$ cat config.mk
export PLATFORM = sky130hd
export DESIGN_NAME = result_display
export DESIGN_NICKNAME = d
export VERILOG_FILES = /design/src/rtl/result_display.sv
export SDC_FILE = /design/constraint.sdc
export NUM_CORES = 1
export LEC_CHECK = 0
export CORE_MARGIN = 1.5
export CORE_UTILIZATION = 50
export DETAILED_ROUTE_END_ITERATION = 10
export PLACE_DENSITY = 0.72
export SLEW_MARGIN = 15
export SYNTH_ARGS = -nofsm -noshare
export SYNTH_HDL_FRONTEND = slang
export SYNTH_SLANG_ARGS = --single-unit
$ cat constraint.sdc
create_clock -name CLK -period 1.79 [get_ports CLK]
set_input_delay 0.179 -clock CLK [delete_from_list [all_inputs] [get_ports CLK]]
set_output_delay 0.179 -clock CLK [all_outputs]
set_load 0.02 [all_outputs]
$ cat src/rtl/result_display.sv
// Binary-to-decimal result display: double-dabble converter
// feeding a registered, prescaled 4-digit common-anode scanner.
module result_display #(
  parameter int SCAN_DIV = 50000
) (
  input  logic        CLK,
  input  logic        RESET,
  input  logic [15:0] RESULT,
  input  logic        LOAD,
  output logic        BUSY,
  output logic [7:0]  SEG,
  output logic [3:0]  DIG
);

  localparam int PW = $clog2(SCAN_DIV);
  localparam logic [PW-1:0] PMAX = PW'(SCAN_DIV - 1);

  typedef enum logic {IDLE, CONV} state_t;

  state_t      state, state_n;
  logic [15:0] bin, bin_n;
  logic [19:0] bcd, bcd_n;
  logic [19:0] adj;
  logic [3:0]  cnt, cnt_n;
  logic [19:0] shown, shown_n;

  logic [PW-1:0] presc;
  logic [1:0]    idx;
  logic [3:0]    nib;
  logic          blank;
  logic          ovf;
  logic [7:0]    seg_n;
  logic [3:0]    dig_n;

  function automatic logic [7:0] seg7(input logic [3:0] d);
    logic [7:0] s;
    unique case (d)
      4'd0:    s = 8'hC0;
      4'd1:    s = 8'hF9;
      4'd2:    s = 8'hA4;
      4'd3:    s = 8'hB0;
      4'd4:    s = 8'h99;
      4'd5:    s = 8'h92;
      4'd6:    s = 8'h82;
      4'd7:    s = 8'hF8;
      4'd8:    s = 8'h80;
      4'd9:    s = 8'h90;
      default: s = 8'hFF;
    endcase
    return s;
  endfunction

  always_ff @(posedge CLK or negedge RESET) begin
    if (!RESET) begin
      state <= IDLE;
      bin   <= '0;
      bcd   <= '0;
      cnt   <= '0;
      shown <= '0;
    end else begin
      state <= state_n;
      bin   <= bin_n;
      bcd   <= bcd_n;
      cnt   <= cnt_n;
      shown <= shown_n;
    end
  end

  always_comb begin
    for (int i = 0; i < 5; i++) begin
      adj[4*i +: 4] = (bcd[4*i +: 4] >= 4'd5) ?
                      bcd[4*i +: 4] + 4'd3 :
                      bcd[4*i +: 4];
    end
  end

  always_comb begin
    state_n = state;
    bin_n   = bin;
    bcd_n   = bcd;
    cnt_n   = cnt;
    shown_n = shown;
    unique case (state)
      IDLE: begin
        if (LOAD) begin
          state_n = CONV;
          bin_n   = RESULT;
          bcd_n   = '0;
          cnt_n   = '0;
        end
      end
      CONV: begin
        bcd_n = {adj[18:0], bin[15]};
        bin_n = {bin[14:0], 1'b0};
        cnt_n = cnt + 4'd1;
        // Publish only the finished value so no partial digits show
        if (cnt == 4'd15) begin
          state_n = IDLE;
          shown_n = {adj[18:0], bin[15]};
        end
      end
      default: state_n = IDLE;
    endcase
  end

  assign BUSY = (state == CONV);

  always_ff @(posedge CLK or negedge RESET) begin
    if (!RESET) begin
      presc <= '0;
      idx   <= '0;
    end else if (presc == PMAX) begin
      presc <= '0;
      idx   <= idx + 2'd1;
    end else begin
      presc <= presc + 1'b1;
    end
  end

  assign ovf = (shown[19:16] != 4'd0);

  always_comb begin
    nib   = shown[3:0];
    blank = 1'b0;
    unique case (idx)
      2'd0: begin
        nib   = shown[3:0];
        blank = 1'b0;
      end
      2'd1: begin
        nib   = shown[7:4];
        blank = (shown[15:4] == 12'd0);
      end
      2'd2: begin
        nib   = shown[11:8];
        blank = (shown[15:8] == 8'd0);
      end
      2'd3: begin
        nib   = shown[15:12];
        blank = (shown[15:12] == 4'd0);
      end
      default: ;
    endcase
    seg_n = ovf   ? 8'h86 :
            blank ? 8'hFF : seg7(nib);
    dig_n = ~(4'b0001 << idx);
  end

  always_ff @(posedge CLK or negedge RESET) begin
    if (!RESET) begin
      SEG <= 8'hFF;
      DIG <= 4'hF;
    end else begin
      SEG <= seg_n;
      DIG <= dig_n;
    end
  end

endmodule

Word-level counts from Yosys, hierarchy flattened:

Memory sizes are Yosys's and may differ from the RTL's.
Index checks and enable logic that the tools add are counted.

* register bits: 91
* memory bits (read-only): 112
* bits of input ports: 19
* output and inout port bits: 13
* word-level logic and storage cells: 57
* memories kept: 1

* $add $sub $neg: 8
* $lt $le $gt $ge: 5
* equality and inequality tests: 6
* shift operators: 1
* mux-type cells: 19
* bitwise operators: 2
* reductions and logical operators: 6

Memory list
* (no name shown): words 16, width 7, rd ports 1, clocked after Yosys merged registers in 0, wr ports 0, RTL line 37 `unique case (d)`

Operator list (number)
* $pmux W20 S2: 1
* $mux W16: 2
* $pmux W16 S2: 1
* $ge A4 B3 Y1 const B: 5
* $mux W20: 1
* $mux W4: 5
* $add A16 B1 Y16 const B: 1
* $add A4 B2 Y4 const B: 4
* $eq A16 B16 Y1 const B: 1
* $mux W8: 2
* $pmux W4 S4: 1
* $logic_not A12 Y1: 1
* $logic_not A8 Y1: 1
* $pmux W4 S2: 1
* $add A4 B1 Y4 const B: 1
* $eq A2 B2 Y1 const B: 2
* $eq A4 B4 Y1 const B: 1
* $logic_not A4 Y1: 1
* $not A4 Y4: 1
* $pmux W1 S4: 1
* $reduce_bool A4 Y1: 1
* $shl A1 B2 Y4 const A: 1
* $add A3 B2 Y3 const B: 1
* $mux W3: 1
* 8 further kinds: 9

Longest topological paths before layout:

Gate-level depths: netlist of run 1.
An unclocked memory read counts as a cell.

* depth in word-level cells: 5
* gate-level depth with buffers: 8
* depth with buffers taken out: 8

Worst setup path after synthesis of run 1:

OpenSTA, ideal clock, no wires.

* kind: register -> register
* from: register idx[0]
* to: register SEG[1]
* library setup time: 0.062 ns
* data arrival time: 1.847 ns
* setup slack: -0.119 ns
* cell stages (with the launch flop): 9
* path buffers: 1
* period minus slack after synthesis: 1.909 ns
* cells stage by stage: dfrtp_1 inv_1 ha_1 clkbuf_1 mux2i_1 ha_1 nor2_1 o21ai_0 nand2_1

* word-level cells in the longest chain between the ends: 5
* elaborated cells between the ends (all ways): 9

RTL lines
* start, declared: RTL line 28 `logic [1:0] idx;`
* start signal, assigned: RTL line 114 `idx <= idx + 2'd1;`
* $eq A2 B2 Y1 (tied with other cells): RTL line 125 `unique case (idx)`
* $pmux W4 S4: RTL line 125
* $mem_v2 Z16 W7
* $mux W8 *: RTL line 145 `blank ? 8'hFF : seg7(nib);`
* $mux W8 *: RTL line 144 `seg_n = ovf ? 8'h86 :`
* net seg_n[1]: RTL line 32 `logic [7:0] seg_n;`
* end signal, assigned: RTL line 154 `SEG <= seg_n;`
* end, declared: RTL line 11 `output logic [7:0] SEG,`

Mark *: on every way through the listed nets, which the timed path passes. The rest lies on a longest branch.
A chain may end at the register's enable or synchronous reset.

Final worst setup path of run 1:

* from: register idx[1]
* to: register SEG[1]

The elaborated chain is that of the path after synthesis.

==> summary.txt, run 1 <==
Status
  • Outcome: finished with violations
  • Violated checks: negative setup slack

GRT
  • Vias in the first global route: 3144
  • Initial antenna violation count: 0
  • Global-route wire length before repair: 14.41 mm
  • Gr ovfl total: 0
  • Total GRT Usage: 0.1860
  • Largest net degree at the start of global routing: 41

Timing
  • Final setup vio count: 7
  • Period utilization: 1.094
  • Final Skew: 8.230 ps
  • Max Slew Vio Count: 0
  • Top achievable clock speed: 510.4 MHz
  • Slack of the critical path: -169.1 ps
  • Hold violation count in the final report: 0
  • Tmin final: 1959 ps
  • RSZ-0062 raised after global routing: true

Synthesis
  • Synth Warn #: 0
  • Synth area leader: dfrtp_1
  • Fraction of registers with async set/reset: 1.000
  • Synthesized area: 0.004456 sq mm
  • Main flop type after synthesis: dfrtp_1
  • Unique cell type count in the Yosys netlist: 44
  • Post-Syn Instances: 425
  • Post-synthesis simple-gate area fraction: 0.1446
  • Syn nets: 464
  • Post-synth top area share: 0.4437
  • Mux cell area share after synthesis: 0.1014
  • FF+latch count, synth: 90
  • Main combinational cell family by area after synthesis: simple AND/OR/NAND/NOR gates
  • Ranking of synthesized cells by area: dfrtp_1 44%, dfstp_2 6.5%, mux2i_1 6.3%
  • Syn avg cell area: 10.48 sq um
  • Sequential share of the synthesized area: 0.5086
  • Post-synth EDFFs: 0
  • Adder-Cell Fraction of Synth Area: 0.05616
  • Post-synthesis compound-gate area fraction: 0.1056
  • Post-synthesis xor/xnor area fraction: 0.04521

Drt
  • Post-Route WL: 8.252 mm
  • Post-route DRC violation count: 0
  • Drt pass-1 iters: 5
  • Final ANT Viol Nets: 0
  • Via density: 5.339
  • Detailed-route via count: 3118
  • WL/cell: 14.13 um
  • First DRT Iteration DRCs: 100

Cells and area
  • Final net count: 511
  • Area growth syn-to-layout: 18.42%
  • Area taken by multi-input logic gates: 0.002078 sq mm
  • Fillers: 744
  • FF+latch area: 0.002268 sq mm
  • Commonest non-fill, non-tap cell in the layout: dfrtp_1
  • Post-Layout Inst Area: 0.005276 sq mm
  • Diode count: 0
  • Core Util, Final: 0.6080
  • Most frequent cells in the layout: 77 x dfrtp_1, 45 x nand2_1, 35 x o21ai_0
  • Share of cells above drive strength 1: 0.1702

Power
  • Design Power: 7.753 mW
  • Power Dens Cells: 1469 mW/mm^2
  • Max VDD drop: 0.8620 mV
  • P_leak: 2.403 nW

Clock tree
  • Clk root buf: clkbuf_8
  • H-tree depth: 3
  • Clk buf depth: 2
  • Clock sinks: 90
  • Clock Latency Late Sink: 350 ps
  • CTS clk-pin slew, worst paths: 80 ps
  • CTS buffer count: 9
  • CTS tree: built

Die
  • Die Y: 97.40 um
  • I/O pin total: 32
  • Die area: 0.009487 sq mm
  • # rows: 34
  • Initial core utilization: 0.5134
  • Die Width: 97.40 um
  • Core area: 0.008678 sq mm

Critical path
  • Crit Path Class: reg2reg
  • Critical-path cell list: inv_2 -> ha_4 -> a222oi_1 -> mux2i_2 -> ha_2 -> nor2_1 -> o21ai_0 -> nand2_1
  • CP Capture Type: register
  • Type of origin of the critical path: register
  • Crit path largest cell delay: 410 ps
  • CP Max Fanout: 5
  • CP Data Arrival Time: 2240 ps
  • CP required: 2070 ps
  • Worst path slowest cell: dfrtp_1

Job
  • Maxcap violations: 0

Place
  • HPWL after DPL: 5.685 mm
  • PortBufs: 30
  • Gpl congestion: 0.8092
  • DP Area: 0.005014 sq mm

Worst hold path
  • Hold crit path type: in2async
-- worst max-delay path, delay by kind of cell, from the launching register on --
family	cells	cell delay, ps
fa+ha+maj	2	550
simple gates	2	110
buf+inv	1	80
compound gates	2	530
mux	1	200
flops	1	410
-- logic make-up (layout without fill, tap and decap cells) --
kind of cell	after synthesis	count (layout)
compound gates	77	77
xor+xnor	23	23
fa+ha+maj	20	20
buf+inv	43	94
flops	90	90
mux	43	43
other cells	1	1
simple gates	128	128
-- routing by layer --
metal / vias to the layer above / GRT usage / share of wire
met2: 40 / 0.2991 / 0.49
met4: 0 / 0.07582 / 0.022
met1: 1527 / 0.2492 / 0.47
met5: - / 0 / 0
li1: 1538 / - / -
met3: 13 / 0.03453 / 0.024
-- path summary, 6_finish.rpt --
kind | start | end | slack [ps] | cells after the start
max | idx[1] | SEG[1] | -170 | 8
min | RESET | shown[7] | 270 | 2
max reg2reg | idx[1] | SEG[1] | -170 | 8
min reg2reg | bin[5] | bin[6] | 490 | 2
max in group asynchronous | RESET | shown[6] | 950 | 3
min in group CLK | RESULT[0] | bin[0] | 450 | 3
-- metrics by stage --
step / hold slack [ps] / setup slack (ps) / cells / setup TNS [ps]
floorplan: -116.6 / 0.002331 / 425 / 0
global placement: 104.6 / -79.84 / 563 / -239.1
detailed placement: 106.3 / -168.3 / 563 / -631.3
CTS: 268.0 / -158.0 / 581 / -744.3
global route: 278.5 / -245.2 / 584 / -1372
finish: 274.1 / -169.1 / 584 / -763.8
-- flip-flops by register name, indices dropped and copies added (netlist names) --
signal,flops
bcd,20
cnt,4
idx,2
DIG,4
bin,16
presc,16
BUSY,1
SEG,7
shown,20
-- power by group --
part           internal (mW)  total (mW)  switching (mW)
Combinational           1.53        3.23            1.69
Clock                  0.630        1.30           0.666
Sequential              2.74        3.23           0.486
Total                   4.91        7.75            2.85
-- Yosys cell counts (13+ instances only) --
cell type and instances:
a21oi_1 17, clkbuf_1 15, dfrtp_1 79, ha_1 20, inv_1 23, mux2_2 14, mux2i_1 28, nand2_1 45
nand2b_1 23, nor2_1 22, o21ai_0 35, xnor2_1 13
-- final cells by class --
class,instances,share of cell area
flip-flops and latches,90,0.4299
multi-input cells,292,0.3939
repair buffers,55,0.1003
well taps,108,0.02561
clock buffers,11,0.02490
inverters,24,0.01707
clock inverters,4,0.008300
-- what timing repair did --
action / CTS / global route
buffers inserted: 2 / 3
pin swaps: 3 / 6
resized for setup: 5 / 5
setup endpoints to repair: 6 / 7
hold buffers: 1 / 0
endpoints found under the hold margin: 14 / 0
No activity file was read; power rests on OpenSTA's default activity.
==> inputs of run 2 (changes only) <==
--- a/config.mk
+++ b/config.mk
@@ -8,7 +8,7 @@
 export CORE_MARGIN = 1.5
 export CORE_UTILIZATION = 50
 export DETAILED_ROUTE_END_ITERATION = 10
-export PLACE_DENSITY = 0.72
+export PLACE_DENSITY = 0.7
 export SLEW_MARGIN = 15
 export SYNTH_ARGS = -nofsm -noshare
 export SYNTH_HDL_FRONTEND = slang
==> constraint.sdc (replaced) <==
create_clock -name CLK -period 1.9 [get_ports CLK]
set_input_delay 0.285 -clock CLK [delete_from_list [all_inputs] [get_ports CLK]]
set_output_delay 0.285 -clock CLK [all_outputs]
set_load 0.02 [all_outputs]
==> run 2 against run 1 <==
Against the previous run:
- the run still ends with negative setup slack left
- routed wire length shrank 5.8%
- clock skew down 5.5 ps
- worst hold slack better by 120 ps
- combinational power is 9.0% lower
- via count fell by 2.6%
- non-clock buffer count fell by 5
- sequential power down 6%
- clock-buffer cell count is the same
- critical endpoint is now SEG[3]
- largest cell class unchanged
- largest power group unchanged
- highest routed layer unchanged
==> summary.txt, run 2 (synthesis gave the netlist of run 1 again) <==
Drt
  • Final ANT Viol Nets: 0 (unchanged)
  • Detailed-route via count: 3037 (-2.6%)
  • Post-Route WL: 7.771 mm (-5.8%)
  • Post-route DRC violation count: 0 (unchanged)
  • First DRT Iteration DRCs: 107 (+7.0%)
  • Via density: 5.236 (-1.9%)
  • Drt pass-1 iters: 5 (unchanged)
  • WL/cell: 13.40 um (-5.2%)

Power
  • Max VDD drop: 0.5250 mV (-39%)
  • Power Dens Cells: 1421 mW/mm^2 (-3.3%)
  • P_leak: 2.389 nW (-0.58%)

Clock tree
  • CTS tree: built
  • Clock Latency Late Sink: 350 ps (about the same)
  • CTS buffer count: 9 (unchanged)
  • Clock sinks: 90 (unchanged)
  • H-tree depth: 3 (unchanged)
  • CTS clk-pin slew, worst paths: 80 ps (about the same)
  • Clk buf depth: 2 (unchanged)
  • Clk root buf: clkbuf_8

Timing
  • Worst-Margin Slew: 553.4 ps
  • Top achievable clock speed: 510.3 MHz (about the same)
  • Slack of the critical path: -59.68 ps (+109.4 ps)
  • Final Skew: 2.717 ps (-5.513 ps)
  • Period utilization: 1.031 (-0.06306)
  • Hold violation count in the final report: 0 (unchanged)
  • Final setup vio count: 6 (-1)
  • Final hold slack: 395.4 ps (+121.3 ps)
  • Max Slew Vio Count: 0 (unchanged)
  • RSZ-0062 raised after global routing: true
  • Slew HR: 0.6311
  • Tmin final: 1960 ps (+0.5813 ps)

GRT
  • Vias in the first global route: 3049 (-3.0%)
  • Gr ovfl total: 0 (unchanged)
  • Total GRT Usage: 0.1807 (-0.005279)
  • Initial antenna violation count: 0 (unchanged)
  • Global-route wire length before repair: 13.94 mm (-3.2%)
  • Largest net degree at the start of global routing: 43 (+4.9%)

Critical path
  • Critical path's most frequent cell: buf_4
  • Worst path bufs/invs: 2 (+1)
  • Type of origin of the critical path: register
  • Top Family by Delay on Critical Path: compound AO/OA/AOI/OAI gates
  • Crit path largest cell delay: 450 ps (+40 ps)
  • Critical-path cell list: buf_4 -> ha_4 -> a222oi_1 -> mux2i_2 -> buf_4 -> nor2_2 -> nand2_1 -> a21oi_2
  • CP Data Arrival Time: 2240 ps (about the same)
  • CP required: 2180 ps (+110 ps)
  • CP Max Fanout: 6 (+1)
  • CP Capture Type: register
  • Worst path slowest cell: dfrtp_2
  • Crit Path Class: reg2reg

Die
  • Core area: 0.008678 sq mm (unchanged)
  • Die area: 0.009487 sq mm (unchanged)
  • Die Y: 97.40 um (unchanged)
  • Die Width: 97.40 um (unchanged)
  • I/O pin total: 32 (unchanged)
  • # rows: 34 (unchanged)
  • Initial core utilization: 0.5134 (unchanged)

Worst hold path
  • Hold crit path type: in2reg

Status
  • Violated checks: negative setup slack
  • Outcome: finished with violations

Cells and area
  • Commonest non-fill, non-tap cell in the layout: dfrtp_1
  • Most frequent cells in the layout: 76 x dfrtp_1, 45 x nand2_1, 34 x o21ai_0
  • Fillers: 700 (-5.9%)
  • FF+latch area: 0.002270 sq mm (about the same)
  • Diode count: 0 (unchanged)
  • Top flop regs: bcd (20), shown (20)
  • Final net count: 506 (-0.98%)
  • Share of cells above drive strength 1: 0.1674 (-0.002795)
  • Area taken by multi-input logic gates: 0.002077 sq mm (about the same)
  • Area growth syn-to-layout: 18.90%

Place
  • Gpl congestion: 0.7958 (-1.7%)
  • PortBufs: 30 (unchanged)
  • Pre-CTS setup slack: -84.42 ps (+83.85 ps)
  • HPWL after DPL: 5.283 mm (-7.1%)

Job
  • Maxcap violations: 0 (unchanged)
run 2: cell count changes in the layout (fill, tap and decap cells not counted), moves of 2 or more:
cell and delta:
bufinv_16 +2, mux2_4 -2, ha_1 -2, mux2_2 +2, clkinv_2 -2, buf_4 -4
run 2: repair_timing:
item,4_1_cts,5_1_grt
cloned,0,0
hold buffers,1,0
endpoints found under the hold margin,32,0
resized for setup,10,5
endpoints found under the setup margin,6,7
pin swaps,4,6
setup buffers,1,3
run 2: layout make-up:
type / instances / share of cell area
flip-flops and latches: 90 / 0.4284
multi-input cells: 292 / 0.3921
repair buffers: 50 / 0.09117
clock buffers: 11 / 0.02669
well taps: 108 / 0.02551
clock inverters: 5 / 0.01913
inverters: 24 / 0.01701
run 2: worst reg2reg max path, cell delays in order, from the launching register on:
cell and delay (ps):
dfrtp_2 450, buf_4 150, ha_4 170, a222oi_1 340, mux2i_2 230, buf_4 200
nor2_2 130, nand2_1 90, a21oi_2 140
run 2: where the power goes:
group	switching (mW)	internal (mW)
clock	0.651	0.906
combinational	1.55	1.39
sequential	0.449	2.58
total	2.65	4.88
run 2: stage by stage:
stage / cells / total power [mW] / utilization / instance area [sq um] / setup TNS (ps)
5_1_grt: 580 / 8.156 / 0.6104 / 5298 / -986.8
6_report: 580 / 7.529 / 0.6104 / 5298 / -215.5
2_1_floorplan: 425 / 5.133 / - / 4461 / 0
3_3_place_gp: 559 / 5.828 / 0.5717 / 4961 / -42.65
3_5_place_dp: 559 / 5.935 / 0.5717 / 4961 / -382.5
4_1_cts: 577 / 7.529 / 0.6044 / 5245 / -49.29
run 2: worst paths after layout:
path | from | end | slack (ps) | cells after the start
min reg2reg | bin[12] | bin[13] | 490 | 2
min in group asynchronous | RESET | shown[2] | 460 | 2
min | LOAD | bcd[16] | 400 | 3
max reg2reg | idx[0] | SEG[3] | -60 | 8
max | idx[0] | SEG[3] | -60 | 8
max in group asynchronous | RESET | SEG[2] | 790 | 3
run 2: metal layers:
metal,part of all wire,routed length (um),GRT usage,vias up
met4,0.016,124,0.06923,0
met1,0.49,3833,0.2437,1465
met2,0.47,3652,0.2901,24
met5,0,0,0,-
met3,0.021,160,0.03453,9
li1,-,-,-,1539
==> inputs of run 3 (changes only) <==
--- a/config.mk
+++ b/config.mk
@@ -5,10 +5,12 @@
 export SDC_FILE = /design/constraint.sdc
 export NUM_CORES = 1
 export LEC_CHECK = 0
+export CORE_ASPECT_RATIO = 0.9
 export CORE_MARGIN = 1.5
 export CORE_UTILIZATION = 50
 export DETAILED_ROUTE_END_ITERATION = 10
 export PLACE_DENSITY = 0.7
+export SKIP_LAST_GASP = 1
 export SLEW_MARGIN = 15
 export SYNTH_ARGS = -nofsm -noshare
 export SYNTH_HDL_FRONTEND = slang
==> run 3 against run 2 <==
Against the previous run:
- the flow still finishes with violations (negative setup slack)
- sequential power hardly changed
- die area hardly changed
- largest power group unchanged
- largest cell class unchanged
- setup slack lost 23 ps
- critical path depth up 1
- clock-buffer cell count is 3 higher
- power shrank 4.6%
- cell area down 0.19%
- global-route usage grew 0.37 points
- fmax shrank 1.1%
- critical path type unchanged
- clock power decreased by 26%
- register-to-register slack got worse by 20 ps
- sequential share of layout area rose by 0.081 points
==> summary.txt, run 3 (synthesis gave the netlist of run 1 again) <==
GRT
  • Global-route wire length before repair: 13.70 mm (-1.7%)
  • Vias in the first global route: 3030 (-0.62%)
  • Total GRT Usage: 0.1844 (+0.003710)
  • Initial antenna violation count: 0 (unchanged)
  • Largest net degree at the start of global routing: 91 (+110%)
  • Gr ovfl total: 0 (unchanged)

Cells and area
  • Core Util, Final: 0.6142 (+0.003806)
  • Diode count: 0 (unchanged)
  • Post-Layout Inst Area: 0.005288 sq mm (-0.19%)
  • Final net count: 504 (-0.40%)
  • FF+latch area: 0.002270 sq mm (unchanged)
  • Top flop regs: bcd (20), shown (20)
  • Area growth syn-to-layout: 18.67%
  • Commonest non-fill, non-tap cell in the layout: dfrtp_1
  • Fillers: 736 (+5.1%)
  • Area taken by multi-input logic gates: 0.002125 sq mm (+2.3%)
  • Most frequent cells in the layout: 76 x dfrtp_1, 45 x nand2_1, 34 x o21ai_0
  • Share of cells above drive strength 1: 0.1574 (-0.009926)

Die
  • I/O pin total: 32 (unchanged)
  • Die Y: 92.56 um (-5.0%)
  • Core area: 0.008608 sq mm (-0.81%)
  • Die area: 0.009487 sq mm (about the same)
  • Die Width: 102.5 um (+5.2%)
  • Initial core utilization: 0.5176 (+0.004179)
  • # rows: 32 (-5.9%)

Clock tree
  • Clk root buf: clkbuf_8
  • Clk buf depth: 2 (unchanged)
  • H-tree depth: 3 (unchanged)
  • Clock sinks: 90 (unchanged)
  • CTS buffer count: 9 (unchanged)
  • CTS tree: built
  • CTS clk-pin slew, worst paths: 90 ps (about the same)
  • Clock Latency Late Sink: 350 ps (about the same)

Power
  • Reg power frac: 0.421 (+0.018)
  • Switch share: 0.3663 (+0.01493)
  • P_leak: 2.372 nW (-0.74%)
  • Power share of the combinational group: 0.417 (+0.027)
  • Clk network pwr share: 0.162 (-0.045)
  • Power Dens Cells: 1358 mW/mm^2 (-4.4%)
  • P_sw: 2.631 mW (-0.55%)
  • Internal Power: 4.552 mW (-6.8%)
  • Max VDD drop: 0.5237 mV (-0.26%)

Place
  • PortBufs: 30 (unchanged)
  • HPWL after DPL: 5.044 mm (-4.5%)
  • Pre-CTS setup slack: -91.21 ps (-6.797 ps)
  • Gpl congestion: 0.8693 (+9.2%)
  • DP Area: 0.004957 sq mm (about the same)

Critical path
  • Top Family by Delay on Critical Path: compound AO/OA/AOI/OAI gates
  • Crit Path Class: reg2reg
  • CP Max Fanout: 6 (unchanged)
  • Worst path slowest cell: dfrtp_2
  • Worst path depth: 9 (+1)
  • CP required: 2180 ps (about the same)
  • Worst path bufs/invs: 3 (+1)
  • Crit path largest cell delay: 470 ps (+20 ps)
  • Critical-path cell list: buf_6 -> ha_4 -> a222oi_1 -> mux2i_4 -> inv_2 -> buf_4 -> ha_1 -> nand2_1 -> a21oi_2
  • Type of origin of the critical path: register
  • CP Data Arrival Time: 2270 ps (+30 ps)
  • CP Capture Type: register
  • R2R cell count: 9 (+1)

Worst hold path
  • Hold crit path type: reg2reg
  • Hold path cells: 1 (-2)

Drt
  • First DRT Iteration DRCs: 147 (+37%)
  • WL/cell: 13.35 um (-0.37%)
  • Post-route DRC violation count: 0 (unchanged)
  • Final ANT Viol Nets: 0 (unchanged)
  • Post-Route WL: 7.862 mm (+1.2%)
  • Via density: 5.166 (-1.3%)
  • Detailed-route via count: 3043 (+0.20%)
  • Drt pass-1 iters: 6 (+1)

Timing
  • RSZ-0062 raised after global routing: true
  • Slack of the critical path: -82.34 ps (-22.66 ps)
  • Period utilization: 1.043 (+0.01193)
  • Hold violation count in the final report: 0 (unchanged)
  • Final setup vio count: 7 (+1)
  • Top achievable clock speed: 504.5 MHz (-1.1%)
  • Max Slew Vio Count: 0 (unchanged)
  • Final Skew: 6.504 ps (+3.787 ps)
  • Tmin final: 1982 ps (+22.66 ps)

Status
  • Violated checks: negative setup slack
  • Outcome: finished with violations

Job
  • Maxcap violations: 0 (unchanged)
-- run 3: metrics by stage --
step	hold slack (ps)	cells	total power, mW	setup TNS (ps)
final	483.9	589	7.183	-331.7
after global routing	514.9	589	7.766	-908.2
after CTS	489.7	586	7.199	-136.2
after detailed placement	369.4	567	5.921	-374.7
after global placement	365.8	567	5.808	-29.23
after floorplan	-10.59	425	5.133	0
-- run 3: layout make-up --
type / count / area share
inverter: 24 / 0.01751
clock inverter: 2 / 0.002366
timing repair buffer: 48 / 0.09016
tap: 119 / 0.02816
multi-input combinational: 292 / 0.4018
clock buffer: 14 / 0.03076
sequential: 90 / 0.4292
-- run 3: power groups by stage --
stage               logic, mW  registers (mW)  clock network, mW
floorplan                2.11            3.02                  0
global placement         2.77            3.04                  0
detailed placement       2.87            3.06                  0
CTS                      2.95            3.02               1.22
global route             3.36            3.11               1.29
finish                   3.00            3.03               1.16
-- run 3: worst paths after layout --
| kind | from | to | slack, ps |
|---|---|---|---|
| worst max-delay path | idx[1] | SEG[0] | -80 |
| worst min-delay path | presc[0] | presc[0] | 480 |
| worst max register to register | idx[1] | SEG[0] | -80 |
| worst min register to register | presc[0] | presc[0] | 480 |
| max in group asynchronous | RESET | DIG[2] | 1000 |
| min in group asynchronous | RESET | bin[14] | 510 |
-- run 3: worst reg2reg max path: stages (launching register included) --
cell and delay [ps]:
dfrtp_2 470, buf_6 140, ha_4 170, a222oi_1 370, mux2i_4 200, inv_2 140
buf_4 120, ha_1 120, nand2_1 60, a21oi_2 130
-- run 3: per-layer routing --
metal / track usage / part of all wire / up-vias
li1: - / - / 1539
met1: 0.2368 / 0.47 / 1457
met2: 0.2986 / 0.49 / 35
met3: 0.05132 / 0.027 / 12
met4: 0.06507 / 0.015 / 0
met5: 0 / 0 / -
-- run 3: repair_timing --
action / in CTS / in global routing
setup buffers: 2 / 3
endpoints found under the hold margin: 79 / 0
pin swaps: 4 / 9
endpoints found under the setup margin: 6 / 7
gates resized for setup: 14 / 9
hold buffers: 1 / 0
